<file path="src/rtl/score_display_rx.sv">
// score_display_rx: readback decoder for the time-multiplexed two-digit
// seven-segment score bus. Reassembles ones/tens samples into frames,
// filters them for stability and presents BCD digits plus the binary score.
module score_display_rx #(
    parameter int STABLE_FRAMES = 2,
    parameter int TIMEOUT       = 16
) (
    input  logic       clk,
    input  logic       rst,
    input  logic [6:0] ss0,
    input  logic [6:0] ss1,
    output logic [3:0] digit_ones,
    output logic [3:0] digit_tens,
    output logic [6:0] score,
    output logic       score_valid,
    output logic       score_update,
    output logic       seg_err
);

    localparam logic [1:0] IDLE      = 2'd0;
    localparam logic [1:0] HAVE_ONES = 2'd1;
    localparam logic [1:0] HAVE_TENS = 2'd2;

    localparam logic [3:0] STABLE_MAX  = 4'(STABLE_FRAMES);
    localparam logic [7:0] TIMEOUT_MAX = 8'(TIMEOUT);

    // Inverse of the display font; bit 4 flags a legal decimal glyph.
    function automatic logic [4:0] seg_decode(input logic [6:0] seg);
        case (seg)
            7'b0111111: return 5'h10;
            7'b0000110: return 5'h11;
            7'b1011011: return 5'h12;
            7'b1001111: return 5'h13;
            7'b1100110: return 5'h14;
            7'b1101101: return 5'h15;
            7'b1111101: return 5'h16;
            7'b0000111: return 5'h17;
            7'b1111111: return 5'h18;
            7'b1100111: return 5'h19;
            default:    return 5'h00;
        endcase
    endfunction

    logic [1:0] state, state_nxt;
    logic [3:0] ones_lat, tens_lat;
    logic [7:0] pend_frame;
    logic [3:0] stab_cnt, stab_nxt;
    logic [7:0] tmo_cnt;

    logic [4:0] dec0, dec1;
    logic       ones_ph, tens_ph, blank, illegal;
    logic       frame_done, accept, timeout_hit;
    logic [3:0] frame_ones, frame_tens;
    logic [6:0] frame_score;

    assign dec0 = seg_decode(ss0);
    assign dec1 = seg_decode(ss1);

    // Sample classification, frame assembly decisions and filter next-state.
    always_comb begin
        // NOTE: every signal gets a value on every path so no latch is inferred.
        state_nxt   = state;
        ones_ph     = (ss0 != 7'd0) && (ss1 == 7'd0);
        tens_ph     = (ss1 != 7'd0) && (ss0 == 7'd0);
        blank       = (ss0 == 7'd0) && (ss1 == 7'd0);
        illegal     = ((ss0 != 7'd0) && (ss1 != 7'd0)) ||
                      (ones_ph && !dec0[4]) || (tens_ph && !dec1[4]);
        frame_done  = !illegal && (((state == HAVE_ONES) && tens_ph) ||
                                   ((state == HAVE_TENS) && ones_ph));
        frame_ones  = (state == HAVE_ONES) ? ones_lat : dec0[3:0];
        frame_tens  = (state == HAVE_TENS) ? tens_lat : dec1[3:0];
        frame_score = {frame_tens, 3'b000} + {2'b00, frame_tens, 1'b0} + {3'b000, frame_ones};

        if ({frame_tens, frame_ones} == pend_frame)
            stab_nxt = (stab_cnt >= STABLE_MAX) ? STABLE_MAX : stab_cnt + 4'd1;
        else
            stab_nxt = 4'd1;

        accept      = frame_done && (stab_nxt == STABLE_MAX) &&
                      (!score_valid || ({frame_tens, frame_ones} != {digit_tens, digit_ones}));
        timeout_hit = !frame_done && (tmo_cnt >= TIMEOUT_MAX - 8'd1);

        if (illegal || blank)
            state_nxt = IDLE;
        else if (ones_ph)
            state_nxt = (state == HAVE_TENS) ? IDLE : HAVE_ONES;
        else if (tens_ph)
            state_nxt = (state == HAVE_ONES) ? IDLE : HAVE_TENS;
    end

    // Frame assembly: phase FSM, newest-sample digit latches and error pulse.
    always_ff @(posedge clk) begin
        if (rst) begin
            // NOTE: non-blocking assignments keep every register sampling pre-edge values.
            state    <= IDLE;
            ones_lat <= 4'd0;
            tens_lat <= 4'd0;
            seg_err  <= 1'b0;
        end else begin
            state   <= state_nxt;
            seg_err <= illegal;
            if (ones_ph && dec0[4])
                ones_lat <= dec0[3:0];
            if (tens_ph && dec1[4])
                tens_lat <= dec1[3:0];
        end
    end

    // Stability filter and accepted output registers.
    always_ff @(posedge clk) begin
        if (rst) begin
            pend_frame   <= 8'd0;
            stab_cnt     <= 4'd0;
            digit_ones   <= 4'd0;
            digit_tens   <= 4'd0;
            score        <= 7'd0;
            score_valid  <= 1'b0;
            score_update <= 1'b0;
        end else begin
            score_update <= accept;
            if (frame_done) begin
                pend_frame <= {frame_tens, frame_ones};
                stab_cnt   <= stab_nxt;
            end else if (illegal || timeout_hit) begin
                stab_cnt <= 4'd0;
            end
            if (accept) begin
                digit_ones  <= frame_ones;
                digit_tens  <= frame_tens;
                score       <= frame_score;
                score_valid <= 1'b1;
            end else if (timeout_hit) begin
                score_valid <= 1'b0;
            end
        end
    end

    // Saturating count of cycles since the last completed frame.
    always_ff @(posedge clk) begin
        if (rst)
            tmo_cnt <= 8'd0;
        else if (frame_done)
            tmo_cnt <= 8'd0;
        else if (tmo_cnt != TIMEOUT_MAX)
            tmo_cnt <= tmo_cnt + 8'd1;
    end

endmodule
</file>
<file path="config.mk">
export PLATFORM = sky130hd
export DESIGN_NAME = score_display_rx
export DESIGN_NICKNAME = d
export VERILOG_FILES = /design/src/rtl/score_display_rx.sv
export SDC_FILE = /design/constraint.sdc
export NUM_CORES = 1
export LEC_CHECK = 0
export CORE_MARGIN = 4
export CORE_UTILIZATION = 64
export CTS_BUF_LIST = sky130_fd_sc_hd__clkbuf_8
export DETAILED_ROUTE_END_ITERATION = 8
export PLACE_DENSITY = 0.95
export SLEW_MARGIN = 20
export SYNTH_ARGS = -nofsm -noshare
export SYNTH_HDL_FRONTEND = slang
export SYNTH_SLANG_ARGS = --single-unit
</file>
<file path="constraint.sdc">
create_clock -name clk -period 11.85 [get_ports clk]
set_clock_uncertainty 0.15 [all_clocks]
set_input_delay 2.37 -clock clk [delete_from_list [all_inputs] [get_ports clk]]
set_output_delay 2.37 -clock clk [all_outputs]
set_load 0.02 [all_outputs]
</file>
==> impl_summary.log <==
[metrics] count of different cell masters after synthesis: 71
[metrics] Port Buf Inserts: 33
[metrics] hold buffers post-CTS: 0
[metrics] element type at the critical path end: flop
[metrics] class of the tightest hold or removal check: reg -> reg
[metrics] CTS clock-pin slew for the worst setup and hold paths: 0.09 ns
[metrics] share of the clock period used by the worst path after layout: 53.0%
[metrics] Total Routed Length: 9920 microns
[metrics] Resize count post-CTS: 0
[metrics] relative contribution of combinational cells to total power: 11.5%
[metrics] run status: finished, final reports clean
[metrics] source-to-sink clock delay at the later pin of the worst-skew pair: 0.31 ns
[metrics] Die Height: 81.7 microns
[metrics] post-synthesis area per instance: 7.63 sq um
[metrics] leading area contributor after synthesis: sky130_fd_sc_hd__dfxtp_1
[metrics] global-route wire length before repair: 16100 microns
[metrics] post-layout net count: 504
[metrics] most frequent cells in the layout: sky130_fd_sc_hd__nand2_1, sky130_fd_sc_hd__dfxtp_1, sky130_fd_sc_hd__a21oi_1
[metrics] buffer type at the clock tree root: sky130_fd_sc_hd__clkbuf_8
[metrics] hold path start: score[4]
[metrics] total leakage power: 1.42 nW
[metrics] CTS sink cnt: 47
[metrics] Worst R2R Setup Slack: 7.73 ns
[metrics] Yosys warning count: 0
[metrics] Die Footprint: 6670 sq um
[metrics] worst reg2reg path depth: 8
[metrics] iteration-0 DRC count of the detailed router: 310
[metrics] sequential area share after synthesis: 27.1%
[metrics] worst hold path endpoint: score[4]
[metrics] post-detailed-route wirelength per cell: 18.3 microns
[metrics] die width: 81.7 microns
[metrics] Worst Setup Path Type: in -> reg
[metrics] total congestion overflow: 0
[metrics] most frequently used flop master after synthesis: sky130_fd_sc_hd__dfxtp_1
[metrics] crit path launch type: primary input
[metrics] Site Rows: 26
[metrics] maximum clock frequency: 159 MHz
[metrics] data arrival at the endpoint of the critical path: 6.29 ns
[metrics] count of pins over their slew limit: 0
[metrics] highest ir drop seen on vdd: 112 uV
[metrics] total nets after synthesis: 488
[metrics] initial antenna violation count: 0
[metrics] Critical Path RT: 11.86 ns
[metrics] First-pass DRT Iterations: 7
[metrics] largest cells by area after synthesis: sky130_fd_sc_hd__dfxtp_1, sky130_fd_sc_hd__a21oi_1, sky130_fd_sc_hd__nand2_1
[metrics] endpoint of the worst-slack reg-to-reg timing path: digit_tens[0]
[metrics] number of placed instances with taps included: 534
[metrics] clock tree from TritonCTS: built
[metrics] Initial Utilization: 67.1%
[metrics] vias in the first global route: 3377
[metrics] total global-route track usage: 31.2%
[metrics] proportion of power drawn by flip-flops and latches: 50.8%
[metrics] maximum number of pins on one net before global-route repair: 41
[metrics] critical-path maximum fanout: 18
[metrics] total via count in the routed design: 3592
[metrics] sum of negative setup slack: 0 ns
[metrics] portion of total power attributed to the clock network: 37.7%
[metrics] final std cell area, no fill: 3890 sq um
[metrics] number of filler cells placed in the layout: 409
[metrics] Synth Cell Area: 3470 sq um
[metrics] post-CTS setup buffers: 0
[metrics] Max Buffers Root-to-Sink: 2
[metrics] HPWL after DPL: 7230 microns
[metrics] fraction of registers with async set or reset after synthesis: 0%
[metrics] total net switching power: 0.0787 mW
[metrics] #FFs+latches synth: 47
[metrics] share of Yosys cell area claimed by the top area cell type: 27.1%
[metrics] design internal power: 0.236 mW
[metrics] RSZ-0062 raised after global routing: no
[metrics] number of enable-type register cells in the synthesized netlist: 0
[metrics] number of max-cap violations: 0
[metrics] core area: 5170 sq um
[metrics] number of clock buffers inserted by TritonCTS: 5
[metrics] count of endpoints failing setup in the final report: 0
[metrics] time the final worst path needs with I/O delays and setup: 6.27 ns
[metrics] relative max-transition margin: 38.6%
[metrics] number of instances in the synthesized netlist: 455
[metrics] # diodes: 0
[metrics] post-route non-filler standard cell count: 542
[metrics] count of unresolved DRC violations after routing: 0
[metrics] Final Hold Violating Endpoints: 0
[metrics] weighted congestion at the end of routability-driven global placement: 0.961
[metrics] I/O pin cnt: 34
[metrics] FF-to-FF Start: state[1]
[metrics] fraction of power spent switching nets: 25.0%
[metrics] number of stages on the worst hold path: 2
[metrics] Tightest Pin Transition: 0.920 ns
[metrics] layout cell share with drive strength beyond 1: 4.87%
[metrics] H-tree level count: 2
[metrics] instance area after placement: 3780 sq um
[metrics] vias per inst: 6.63
[metrics] power per unit of standard cell area: 80.9 nW/um^2
[metrics] layout overhead on the synthesized area: 12.1%
[metrics] remaining antenna violation count: 0
[metrics] most frequent standard cell in the layout excluding fill and tap cells: sky130_fd_sc_hd__nand2_1
-- power groups by stage --
stage	Sequential [mW]	Combinational (mW)	Clock, mW
floorplan	0.164	0.0243	0
CTS	0.160	0.0355	0.119
detailed placement	0.164	0.0352	0
global route	0.160	0.0393	0.125
global placement	0.164	0.0340	0
finish	0.160	0.0362	0.119
-- through the flow --
stage               util (%)  power, mW  hold WS, ns  setup slack (ns)
floorplan                  -      0.188        0.291              6.36
global placement        73.1      0.198        0.301              5.51
detailed placement      73.1      0.199        0.309              5.38
CTS                     75.3      0.315        0.331              5.68
global route            75.3      0.325        0.348              5.36
finish                  75.3      0.315        0.328              5.58
-- cells in the mapped netlist (3+ instances only) --
cell and instances:
sky130_fd_sc_hd__nor2b_1 9, sky130_fd_sc_hd__or3_1 7, sky130_fd_sc_hd__a211oi_1 5, sky130_fd_sc_hd__a311oi_1 3
sky130_fd_sc_hd__mux2i_1 7, sky130_fd_sc_hd__a21oi_1 40, sky130_fd_sc_hd__nand2b_1 12, sky130_fd_sc_hd__nor2_1 27
sky130_fd_sc_hd__and3_1 5, sky130_fd_sc_hd__xor2_1 11, sky130_fd_sc_hd__nand3_1 20, sky130_fd_sc_hd__clkbuf_1 11
sky130_fd_sc_hd__xnor2_1 12, sky130_fd_sc_hd__o21ai_0 21, sky130_fd_sc_hd__ha_1 15, sky130_fd_sc_hd__inv_1 26
sky130_fd_sc_hd__nand2_1 52, sky130_fd_sc_hd__nand3b_1 4, sky130_fd_sc_hd__o22ai_1 6, sky130_fd_sc_hd__dfxtp_1 47
sky130_fd_sc_hd__nor3_1 17, sky130_fd_sc_hd__a22oi_1 3, sky130_fd_sc_hd__o31a_1 3, sky130_fd_sc_hd__or4_1 8
sky130_fd_sc_hd__nand4_1 7, sky130_fd_sc_hd__buf_2 12, sky130_fd_sc_hd__nor4_1 10
-- routing by layer --
metal / part of all wire, % / vias to the layer above / global-route usage (%)
met5: 0 / - / 0
met4: 3.2 / 0 / 12.6
met3: 8.4 / 40 / 5.37
met2: 48 / 189 / 52.0
met1: 40 / 1678 / 40.2
li1: - / 1685 / -
-- worst max-delay path by stage --
| stage | from | to | slack [ns] | cells after the start |
|---|---|---|---|---|
| after global routing | ss1[3] | score[3] | 5.36 | 12 |
| after global placement | ss1[3] | score[3] | 5.51 | 12 |
| after floorplan | ss1[3] | score[6] | 6.36 | 13 |
| final | ss1[3] | digit_tens[0] | 5.58 | 12 |
| after detailed placement | ss1[3] | score[3] | 5.38 | 12 |
| after CTS | ss1[3] | digit_tens[0] | 5.68 | 12 |
-- worst max-delay path: stages --
cell and delay [ns]:
sky130_fd_sc_hd__clkdlybuf4s50_1 0.59, sky130_fd_sc_hd__or4_1 0.64, sky130_fd_sc_hd__or4_1 0.48, sky130_fd_sc_hd__inv_1 0.11, sky130_fd_sc_hd__ha_1 0.34, sky130_fd_sc_hd__inv_1 0.10, sky130_fd_sc_hd__nor4_1 0.75, sky130_fd_sc_hd__or3_1 0.34
sky130_fd_sc_hd__nor4bb_2 0.08, sky130_fd_sc_hd__buf_4 0.23, sky130_fd_sc_hd__nand2_1 0.15, sky130_fd_sc_hd__a211oi_1 0.10
-- layout make-up --
class	instances	area, sq um	area share [%]
clock buffers	5	68.8	1.77
clock inverters	3	43.8	1.13
inverters	26	97.6	2.51
multi-input cells	355	2300	59.1
flip-flops and latches	47	941	24.2
well taps	70	87.6	2.25
repair buffers	36	353	9.06
-- logic make-up after synthesis --
group | after synthesis | synth area share [%]
AOI/OAI and AO/OA | 112 | 21.5
xor gates and xnor gates | 23 | 5.80
adders and majority gates | 18 | 6.85
buffers and inverters | 53 | 6.81
DFF | 47 | 27.1
muxes | 8 | 2.34
and+or+nand+nor | 194 | 29.6
-- sequential cells by signal (all words and copies together), names as in the netlist --
| register | flops |
|---|---|
| score | 6 |
| seg_err | 1 |
| stab_cnt | 4 |
| state | 2 |
| digit_ones | 4 |
| tens_lat | 4 |
| ones_lat | 4 |
| score_valid | 1 |
| tmo_cnt | 8 |
| score_update | 1 |
| digit_tens | 4 |
| pend_frame | 8 |
Note: power is estimated with default switching activity, not from simulation.
